[src/rtl/bios_watchdog_if.sv]
// LPC register write bus shared by the BIOS select block and the boot watchdog.
// The master drives one-cycle write strobes; the slave decodes its own addresses.
interface bios_watchdog_if;
  logic       Write;
  logic [7:0] RegAddress;
  logic [7:0] DataWr;

  modport master (output Write, RegAddress, DataWr);
  modport slave  (input  Write, RegAddress, DataWr);
endinterface

[src/rtl/bios_watchdog.sv]
// BIOS boot watchdog: arms on platform reset release, counts down in prescaled
// ticks while the BIOS runs POST, and requests a BIOS swap on expiry. Also emits
// software-forced swap pulses. Repeated expiries lock the watchdog until cleared.
// Optional feature macro: BIOSWD_PRETIMEOUT_EN enables the registered pre-timeout
// warning (WdPreWarn / WdStatus[1]); without it both are tied low.
module bios_watchdog #(
  parameter int unsigned PRESCALE        = 3300000,
  parameter logic [7:0]  DEFAULT_TIMEOUT = 8'd150,
  parameter int unsigned MAX_EXPIRE      = 2,
  parameter bit          AUTO_ARM        = 1'b1,
  parameter logic [7:0]  PRE_COUNT       = 8'd10
) (
  input  logic                  LpcClock,
  input  logic                  ResetN,
  input  logic                  MainReset,
  input  logic                  SwapDisable,
  bios_watchdog_if.slave        bus,
  output logic [1:0]            ForceSwap,
  output logic [7:0]            WdStatus,
  output logic [7:0]            WdCount,
  output logic                  WdPreWarn
);

  localparam int unsigned     PS_W    = (PRESCALE > 1) ? $clog2(PRESCALE) : 1;
  localparam logic [PS_W-1:0] PS_LAST = PS_W'(PRESCALE - 1);
  localparam logic [1:0]      MAX_EXP = 2'(MAX_EXPIRE);

  typedef enum logic [2:0] {
    DISARMED,
    ARMED,
    EXPIRED,
    WAIT_RST,
    LOCKED
  } state_t;

  state_t          state;
  logic            enable;
  logic [7:0]      timeout;
  logic [PS_W-1:0] prescaler;
  logic [1:0]      expire_cnt;
  logic            expired;
  logic            main_q;
  logic            pre_warn;

  // Register decode; writes act on the same edge that samples the strobe, so
  // the FSM looks at the post-write Enable and Timeout values.
  logic       wr_ctrl;
  logic       wr_tmo;
  logic       kick;
  logic       sw_swap;
  logic       clr_status;
  logic       en_next;
  logic [7:0] tmo_next;
  logic       main_rise;
  logic       tick;
  logic [1:0] cnt_inc;

  assign wr_ctrl    = bus.Write && (bus.RegAddress == 8'h05);
  assign wr_tmo     = bus.Write && (bus.RegAddress == 8'h06);
  assign kick       = wr_ctrl && bus.DataWr[1];
  assign sw_swap    = wr_ctrl && bus.DataWr[2];
  assign clr_status = wr_ctrl && bus.DataWr[3];
  assign en_next    = wr_ctrl ? bus.DataWr[0] : enable;
  assign tmo_next   = wr_tmo ? ((bus.DataWr == 8'd0) ? 8'd1 : bus.DataWr) : timeout;
  assign main_rise  = MainReset && !main_q;
  assign tick       = (prescaler == PS_LAST);
  assign cnt_inc    = (expire_cnt == 2'd3) ? 2'd3 : expire_cnt + 2'd1;

  // Watchdog FSM with countdown, status flags and one-cycle swap pulses.
  always_ff @(posedge LpcClock or negedge ResetN) begin
    if (!ResetN) begin
      state      <= DISARMED;
      enable     <= AUTO_ARM;
      timeout    <= DEFAULT_TIMEOUT;
      WdCount    <= DEFAULT_TIMEOUT;
      prescaler  <= '0;
      expire_cnt <= 2'd0;
      expired    <= 1'b0;
      main_q     <= 1'b0;
      ForceSwap  <= 2'b00;
    end else begin
      main_q    <= MainReset;
      enable    <= en_next;
      timeout   <= tmo_next;
      ForceSwap <= {sw_swap, 1'b0};
      case (state)
        DISARMED: begin
          if (en_next && (main_rise || (wr_ctrl && bus.DataWr[0] && MainReset))) begin
            state     <= ARMED;
            prescaler <= '0;
            WdCount   <= tmo_next;
          end
        end
        ARMED: begin
          // Disable, platform reset and kick all pre-empt an expiry in the same cycle.
          if (!en_next) begin
            state <= DISARMED;
          end else if (!MainReset) begin
            state <= WAIT_RST;
          end else if (kick) begin
            prescaler <= '0;
            WdCount   <= tmo_next;
          end else if (tick) begin
            prescaler <= '0;
            if (WdCount <= 8'd1) begin
              WdCount <= 8'd0;
              state   <= EXPIRED;
            end else begin
              WdCount <= WdCount - 8'd1;
            end
          end else begin
            prescaler <= prescaler + PS_W'(1);
          end
        end
        EXPIRED: begin
          ForceSwap <= {sw_swap, !SwapDisable};
          if (clr_status) begin
            state <= WAIT_RST;
          end else begin
            expire_cnt <= cnt_inc;
            expired    <= 1'b1;
            state      <= (cnt_inc >= MAX_EXP) ? LOCKED : WAIT_RST;
          end
        end
        WAIT_RST: begin
          if (!en_next) begin
            state <= DISARMED;
          end else if (main_rise) begin
            state     <= ARMED;
            prescaler <= '0;
            WdCount   <= tmo_next;
          end
        end
        LOCKED: begin
          if (clr_status) state <= DISARMED;
        end
        default: state <= DISARMED;
      endcase
      if (clr_status) begin
        expire_cnt <= 2'd0;
        expired    <= 1'b0;
      end
    end
  end

`ifdef BIOSWD_PRETIMEOUT_EN
  // Pre-timeout warning, registered from the current count.
  always_ff @(posedge LpcClock or negedge ResetN) begin
    if (!ResetN) pre_warn <= 1'b0;
    else         pre_warn <= (state == ARMED) && (WdCount <= PRE_COUNT);
  end
`else
  logic unused_pre_count;
  assign unused_pre_count = ^PRE_COUNT;
  assign pre_warn         = 1'b0;
`endif

  assign WdPreWarn = pre_warn;
  assign WdStatus  = {expire_cnt, (state == LOCKED), expired, (state == ARMED),
                      enable, pre_warn, 1'b0};

endmodule

[src/flat_wrapper.sv]
// flat-port wrapper written by rule: the top's interface ports become plain ports
module bios_watchdog_flat 
#(
  parameter int unsigned PRESCALE        = 3300000,
  parameter logic [7:0]  DEFAULT_TIMEOUT = 8'd150,
  parameter int unsigned MAX_EXPIRE      = 2,
  parameter bit          AUTO_ARM        = 1'b1,
  parameter logic [7:0]  PRE_COUNT       = 8'd10
)
  (LpcClock, ResetN, MainReset, SwapDisable, ForceSwap, WdStatus, WdCount, WdPreWarn, bus_Write, bus_RegAddress, bus_DataWr);
  bios_watchdog_if bus_i ();
  input  logic LpcClock;
  input  logic ResetN;
  input  logic MainReset;
  input  logic SwapDisable;
  output logic [1:0] ForceSwap;
  output logic [7:0] WdStatus;
  output logic [7:0] WdCount;
  output logic WdPreWarn;
  input wire logic [$bits(bus_i.Write)-1:0] bus_Write;
  input wire logic [$bits(bus_i.RegAddress)-1:0] bus_RegAddress;
  input wire logic [$bits(bus_i.DataWr)-1:0] bus_DataWr;
  assign bus_i.Write = bus_Write;
  assign bus_i.RegAddress = bus_RegAddress;
  assign bus_i.DataWr = bus_DataWr;
  bios_watchdog #(.PRESCALE(PRESCALE), .DEFAULT_TIMEOUT(DEFAULT_TIMEOUT), .MAX_EXPIRE(MAX_EXPIRE), .AUTO_ARM(AUTO_ARM), .PRE_COUNT(PRE_COUNT)) u_core (.LpcClock(LpcClock), .ResetN(ResetN), .MainReset(MainReset), .SwapDisable(SwapDisable), .bus(bus_i), .ForceSwap(ForceSwap), .WdStatus(WdStatus), .WdCount(WdCount), .WdPreWarn(WdPreWarn));
endmodule
[config.mk]
export PLATFORM = sky130hd
export DESIGN_NAME = bios_watchdog_flat
export DESIGN_NICKNAME = d
export VERILOG_FILES = /design/src/rtl/bios_watchdog_if.sv /design/src/rtl/bios_watchdog.sv /design/src/flat_wrapper.sv
export SDC_FILE = /design/constraint.sdc
export NUM_CORES = 1
export LEC_CHECK = 0
export BUFFER_PORTS_ARGS = -buffer_cell sky130_fd_sc_hd__buf_4
export CORE_MARGIN = 2
export CORE_UTILIZATION = 57
export DETAILED_ROUTE_END_ITERATION = 10
export PLACE_DENSITY = 0.78
export SETUP_SLACK_MARGIN = 0.3
export SLEW_MARGIN = 10
export SYNTH_ARGS = -nofsm -noshare
export SYNTH_HDL_FRONTEND = slang
export SYNTH_SLANG_ARGS = --single-unit
[constraint.sdc]
create_clock -name LpcClock -period 2.4 [get_ports LpcClock]
set_input_delay 0.72 -clock LpcClock [delete_from_list [all_inputs] [get_ports LpcClock]]
set_output_delay 0.72 -clock LpcClock [all_outputs]
set_load 0.02 [all_outputs]
==> flow_summary.json, run 1 <==
{
  "status": "finished clean",
  "slew_violations": 0,
  "reg2reg_slack_ns": 0.26,
  "setup_viol": 0,
  "grt_first_pass_wirelength_mm": 12.41,
  "holdBufCountCts": 0,
  "path_clk_slew_ns": 0.09,
  "hpwl_mm": 5.161,
  "p_leak_nw": 1.603,
  "start_util_pct": 59.76,
  "yosysSeqAreaShare_pct": 42.39,
  "ys.flop_type": "dfrtp_1",
  "ys_types": 58,
  "path_buf_inv": 2,
  "vias": 2841,
  "ys_ff_latch": 48,
  "totalWireLength_mm": 7.801,
  "yosys_warnings": 0,
  "routed_via_density": 6.327,
  "dr.first_iter.drc_count": 221,
  "final_cells": 449,
  "grt_max_degree": 49,
  "ios": 40,
  "hold_viol_final": 0,
  "tns_ns": 0,
  "yosysTopAreaCell": "dfrtp_1",
  "crit_path_frequent_cell": "a31oi_1",
  "post_route_cells_drive_above_1_share_pct": 34.03,
  "max_freq_mhz": 455.2,
  "worst-setup-path-type": "primary input to flip-flop",
  "synthArstFlopShare_pct": 100.0,
  "clock_skew_ns": 0.003030,
  "grt_usage_pct": 28.91,
  "syn_area_um2": 2860,
  "fin_nets": 405,
  "cts_root_buf": "clkbuf_8",
  "grt_pass1_vias": 2548,
  "max_stage_delay_ns": 0.56,
  "grt_overflow": 0,
  "numCtsBuffers": 5,
  "post_drt_wl_per_cell_um": 17.37,
  "core-area_um2": 4786,
  "cpMaxStageDelayCell": "or4b_4",
  "gp_congestion": 0.9160,
  "cts.path.max_buffers": 2,
  "drcViolationCount": 0,
  "fin_crit_sh_pct": 91.53,
  "min_path_type": "primary input to asynchronous set/reset pin",
  "syn2layout_area_growth_pct": 29.48,
  "fill_cells": 344,
  "cp_max_fo": 3,
  "dieWidth_um": 74.84,
  "placed_cells_incl_taps": 426,
  "cts_max_level": 2,
  "tightest_slew_ns": 0.5864,
  "layout_commonest_cell": "buf_4",
  "io_buffers": 36,
  "power.density_nw_per_um2": 980.2,
  "yosysTopAreaCellShare_pct": 34.12,
  "mostFrequentLayoutCells": "buf_4 (63), dfrtp_1 (36), o21ai_1 (33), nand2_1 (22), nor2_1 (19)",
  "rsz0062_at_grt": "yes",
  "synth_area_leaders": "dfrtp_1 (34%), dfstp_2 (8.3%), o21ai_0 (5.6%), a21oi_1 (3.3%), nand2_1 (3.0%)",
  "synthCells": 314,
  "clk_latency_ns": 0.31,
  "antennaDiodeCount": 0,
  "drv_cap": 0,
  "maxSlewHeadroom_pct": 60.91,
  "worstSetupEndpointType": "flip-flop",
  "cts.sinks": 48,
  "ant_nets": 0,
  "crit_path_start_kind": "primary input",
  "die_y_um": 74.84,
  "crit_required_ns": 2.63,
  "ir_worst_vdd_mv": 0.8780,
  "antenna_found_initial": 0,
  "drtPass1Iterations": 5,
  "path_cells": "buf_8 -> or4b_4 -> nor3_4 -> buf_6 -> mux2i_1 -> a31o_1 -> a31oi_1 -> a31oi_1",
  "postSynthAreaPerCell_um2": 9.109,
  "arrival_ns": 2.43,
  "die_area_um2": 5600,
  "synth_edf_count": 0,
  "tritoncts": "built",
  "min_period_ns": 2.197,
  "critical-path-top-delay-family": "simple AND/OR/NAND/NOR gates",
  "std_cell_rows": 25
}
## repair_timing
action	CTS	global route
pin swaps	4	6
setup buffers	7	7
gates cloned	1	0
endpoints found under the setup margin	33	34
gates resized for setup	18	21
## final cells by class
cell class,instances,area (um^2),area share [%]
well taps,67,83.83,2.264
clock buffers,6,72.57,1.959
repair buffers,73,610.6,16.49
multi-input cells,245,1653,44.63
flip-flops and latches,48,1216,32.84
inverters,8,32.53,0.8784
clock inverters,2,35.03,0.9459
## worst register-to-register path: stages, from the launching register on
cell and delay [ns]:
dfrtp_1 0.38, ha_2 0.23, and4_1 0.25, nor4b_2 0.27
and3_2 0.29, buf_4 0.16, a31o_1 0.23, a31oi_1 0.12
a31oi_1 0.15
## synth_stat cells (7+ instances only)
master,count
mux2_2,7
dfrtp_1,39
a21oi_1,19
nand3_1,10
nor2_1,19
o21ai_0,32
dfstp_2,9
inv_1,8
nand2_1,23
o21ai_1,14
o31ai_1,10
nand2b_1,7
nor3_1,14
and3_1,13
## report_power, final
part	leakage, nW	switching (W)	internal, W
logic	0.940	0.00112	0.000874
registers	0.607	0.000115	0.000939
clock network	0.0552	0.000275	0.000310
## layer usage
layer / up-vias / track usage (%) / share of wire [%]
li1: 1323 / - / -
met1: 1375 / 42.50 / 44
met2: 123 / 42.88 / 47
met3: 20 / 5.355 / 6.5
met4: 0 / 10.12 / 2.3
met5: - / 0 / 0
## final timing paths
path / startpoint / endpoint / cells after the start
max in group asynchronous: ResetN / u_core.state[1]$_DFFE_PN0P_ / 1
min in group LpcClock: u_core.WdCount[1]$_DFFE_PN1P_ / u_core.WdCount[1]$_DFFE_PN1P_ / 2
max: bus_RegAddress[4] / u_core.state[0]$_DFFE_PN0P_ / 8
min: ResetN / u_core.prescaler[16]$_DFFE_PN0P_ / 1
max reg2reg: u_core.prescaler[1]$_DFFE_PN0P_ / u_core.state[0]$_DFFE_PN0P_ / 8
min reg2reg: u_core.WdCount[1]$_DFFE_PN1P_ / u_core.WdCount[1]$_DFFE_PN1P_ / 2
## state kept, by name, summed over array words and instances (netlist names)
register	cells
u_core.state	3
u_core.WdCount	8
u_core.ForceSwap	2
u_core.timeout	8
u_core.expired	1
u_core.expire_cnt	2
u_core.prescaler	22
u_core.main_q	1
u_core.enable	1
## kinds of logic after synthesis
group,count (synthesis),share of synthesized area [%]
fa+ha+maj,3,1.312
mux,10,3.806
simple gates,124,24.85
other cells,1,0.1311
compound gates,104,23.40
buf+inv,24,4.112
flops,48,42.39
## stage by stage
step / setup slack (ns) / instance area, um^2 / hold slack (ns) / power (W) / util (%)
floorplan: 0.06239 / 2893 / 0.4244 / 0.002134 / -
global placement: -0.1186 / 3341 / 0.4660 / 0.002674 / 69.80
detailed placement: -0.1297 / 3341 / 0.4823 / 0.002699 / 69.80
CTS: 0.2463 / 3562 / 0.4290 / 0.003445 / 74.43
global route: 0.1178 / 3704 / 0.4578 / 0.003852 / 77.39
finish: 0.2033 / 3704 / 0.4110 / 0.003630 / 77.39
Power figures use the tool's default switching activity.
==> run 2, diff against run 1 <==
CORE_UTILIZATION = 40   (was 57)
PLACE_DENSITY = 0.58   (was 0.78)
==> run 2 against run 1 <==
Effect of this change: worst hold slack gained 0.028 ns; flip-flop and latch count is the same; sequential share of layout area is 2.1 points lower; die area up 40%; setup slack got worse by 0.036 ns; largest cell class unchanged.
==> flow_summary.json, run 2 (same netlist as run 1, synthesis figures left out) <==
{
  "cpMaxStageDelayCell": "or4b_4",
  "holdBufCountCts": 0,
  "drcViolationCount": 0,
  "fin_util_pct": 57.41,
  "hold_viol_final": 0,
  "post_drt_wl_per_cell_um": 15.63,
  "routed_via_density": 5.659,
  "cts.sinks": 48,
  "die_y_um": 88.56,
  "path_clk_slew_ns": 0.09,
  "io_buffers": 36,
  "tightest_slew_ns": 0.6368,
  "layout_setup_ws_ns": 0.1669,
  "rr_worst_depth": 9,
  "gp_congestion": 0.8454,
  "crit_path_start_kind": "primary input",
  "mostFrequentLayoutCells": "buf_4 (68), dfrtp_1 (38), o21ai_1 (22), nand2_1 (21), nor2_1 (18)",
  "post_route_cells_drive_above_1_share_pct": 39.90,
  "reg2reg_from": "u_core.state[2]$_DFFE_PN0P_",
  "fin_nets": 414,
  "antenna_found_initial": 0,
  "grt_max_degree": 49,
  "cp_max_fo": 8,
  "dieWidth_um": 88.56,
  "top_regs": "u_core.prescaler (22), u_core.WdCount (8), u_core.timeout (8)",
  "clock_skew_ns": 0.005864,
  "dr.first_iter.drc_count": 132,
  "grt_pass1_vias": 2451,
  "fin_crit_sh_pct": 93.04,
  "max_stage_delay_ns": 0.57,
  "grt_usage_pct": 19.25,
  "numCtsBuffers": 5,
  "die_area_um2": 7843,
  "path_cells": "buf_6 -> or4b_4 -> nor3_4 -> a311oi_2 -> buf_4 -> nand2_8 -> buf_12 -> o21ai_1 -> o41ai_1",
  "critical-path-top-delay-family": "simple AND/OR/NAND/NOR gates",
  "grt_first_pass_wirelength_mm": 11.84,
  "ios": 40,
  "std_cell_rows": 30,
  "worstSetupEndpointType": "flip-flop",
  "power.density_nw_per_um2": 946.0,
  "layout_commonest_cell": "buf_4",
  "reg2reg_slack_ns": 0.30,
  "totalWireLength_mm": 7.611,
  "rsz0062_at_grt": "yes",
  "largest_reg_flops": 22,
  "final_cells": 487,
  "finalPower_w": 0.003731,
  "ant_nets": 0,
  "antennaDiodeCount": 0,
  "drv_cap": 0,
  "maxSlewHeadroom_pct": 57.55,
  "min_path_type": "primary input to asynchronous set/reset pin",
  "max_freq_mhz": 447.8,
  "core-area_um2": 6869,
  "path_buf_inv": 3,
  "pre_cts_slack_ns": -0.2103,
  "hpwl_mm": 5.153,
  "drtPass1Iterations": 4,
  "syn2layout_area_growth_pct": 37.88,
  "start_util_pct": 41.64,
  "placed_cells_incl_taps": 463,
  "slew_violations": 0,
  "p_leak_nw": 1.681,
  "cts.path.max_buffers": 2,
  "r2r_end": "u_core.prescaler[9]$_DFFE_PN0P_",
  "arrival_ns": 2.41,
  "setup_viol": 0,
  "vias": 2756,
  "tritoncts": "built",
  "largest_register": "u_core.prescaler",
  "crit_required_ns": 2.57,
  "status": "finished clean",
  "worst-setup-path-type": "primary input to flip-flop",
  "clk_latency_ns": 0.30,
  "grt_overflow": 0,
  "min_period_ns": 2.233,
  "cts_max_level": 2,
  "cts_root_buf": "clkbuf_8",
  "ir_worst_vdd_mv": 0.6577
}
==> run 2: changes by cell type in the layout (fill, tap and decap cells not counted), moves of 2 or more <==
cell / change
o21ai_1: -11
buf_6: +6
dfrtp_1: +2
o31ai_2: +2
o21ai_0: -3
buf_8: -2
buf_4: +5
dfrtp_2: -2
o21ai_4: +2
o21ai_2: +12
==> run 2: worst reg2reg max path: cells and delay by family (launching register included) <==
family / cells / cell delay [ns]
AOI/OAI and AO/OA: 4 / 0.81
buffers and inverters: 4 / 0.68
DFF: 1 / 0.41
and+or+nand+nor: 1 / 0.08
==> run 2: worst max path at each step <==
stage / startpoint / endpoint / slack [ns] / cells after the start
after CTS: bus_RegAddress[3] / u_core.state[0]$_DFFE_PN0P_ / 0.17 / 9
after detailed placement: bus_RegAddress[4] / u_core.state[1]$_DFFE_PN0P_ / -0.21 / 8
after floorplan: bus_RegAddress[4] / u_core.prescaler[11]$_DFFE_PN0P_ / 0.06 / 6
final: bus_RegAddress[5] / u_core.prescaler[15]$_DFFE_PN0P_ / 0.17 / 9
after global placement: bus_RegAddress[4] / u_core.state[0]$_DFFE_PN0P_ / -0.15 / 8
after global routing: bus_RegAddress[5] / u_core.prescaler[15]$_DFFE_PN0P_ / 0.11 / 9
==> run 2: routing by layer <==
metal  vias to the layer above  wire [um]  GRT usage (%)  part of all wire, %
met5                         -          0              0                    0
met4                         0         48          4.545                 0.63
met3                         7        266          2.892                  3.5
met2                        67       3730          29.94                   49
met1                      1349       3565          28.37                   47
li1                       1333          -              -                    -
==> run 2: final cells by class <==
class                           count  area (um^2)
Multi-Input combinational cell    244         1772
Inverter                            8        32.53
Timing Repair Buffer               83        698.2
Clock buffer                        6        72.57
Fill cell                         613         2925
Tap cell                           96        120.1
Sequential cell                    48         1214
Clock inverter                      2        35.03
==> run 2: power breakdown <==
part           switching [W]  leakage (nW)  total (W)  internal [W]
registers           0.000115         0.610    0.00105      0.000936
clock network       0.000278        0.0552   0.000588      0.000310
logic                0.00117          1.02    0.00209      0.000924
==> run 2: per-stage QoR <==
stage | cell area (um^2) | TNS [ns] | hold slack (ns)
2_1_floorplan | 2893 | 0 | 0.4244
3_3_place_gp | 3425 | -3.306 | 0.4601
3_5_place_dp | 3425 | -4.650 | 0.4564
4_1_cts | 3746 | 0 | 0.4589
5_1_grt | 3944 | 0 | 0.4871
6_report | 3944 | 0 | 0.4386
==> run 2: timing repair <==
item | 4_1_cts | 5_1_grt
setup endpoints to repair | 33 | 34
setup buffers | 8 | 6
cloned | 1 | 1
resized for setup | 29 | 40
pin swaps | 16 | 18
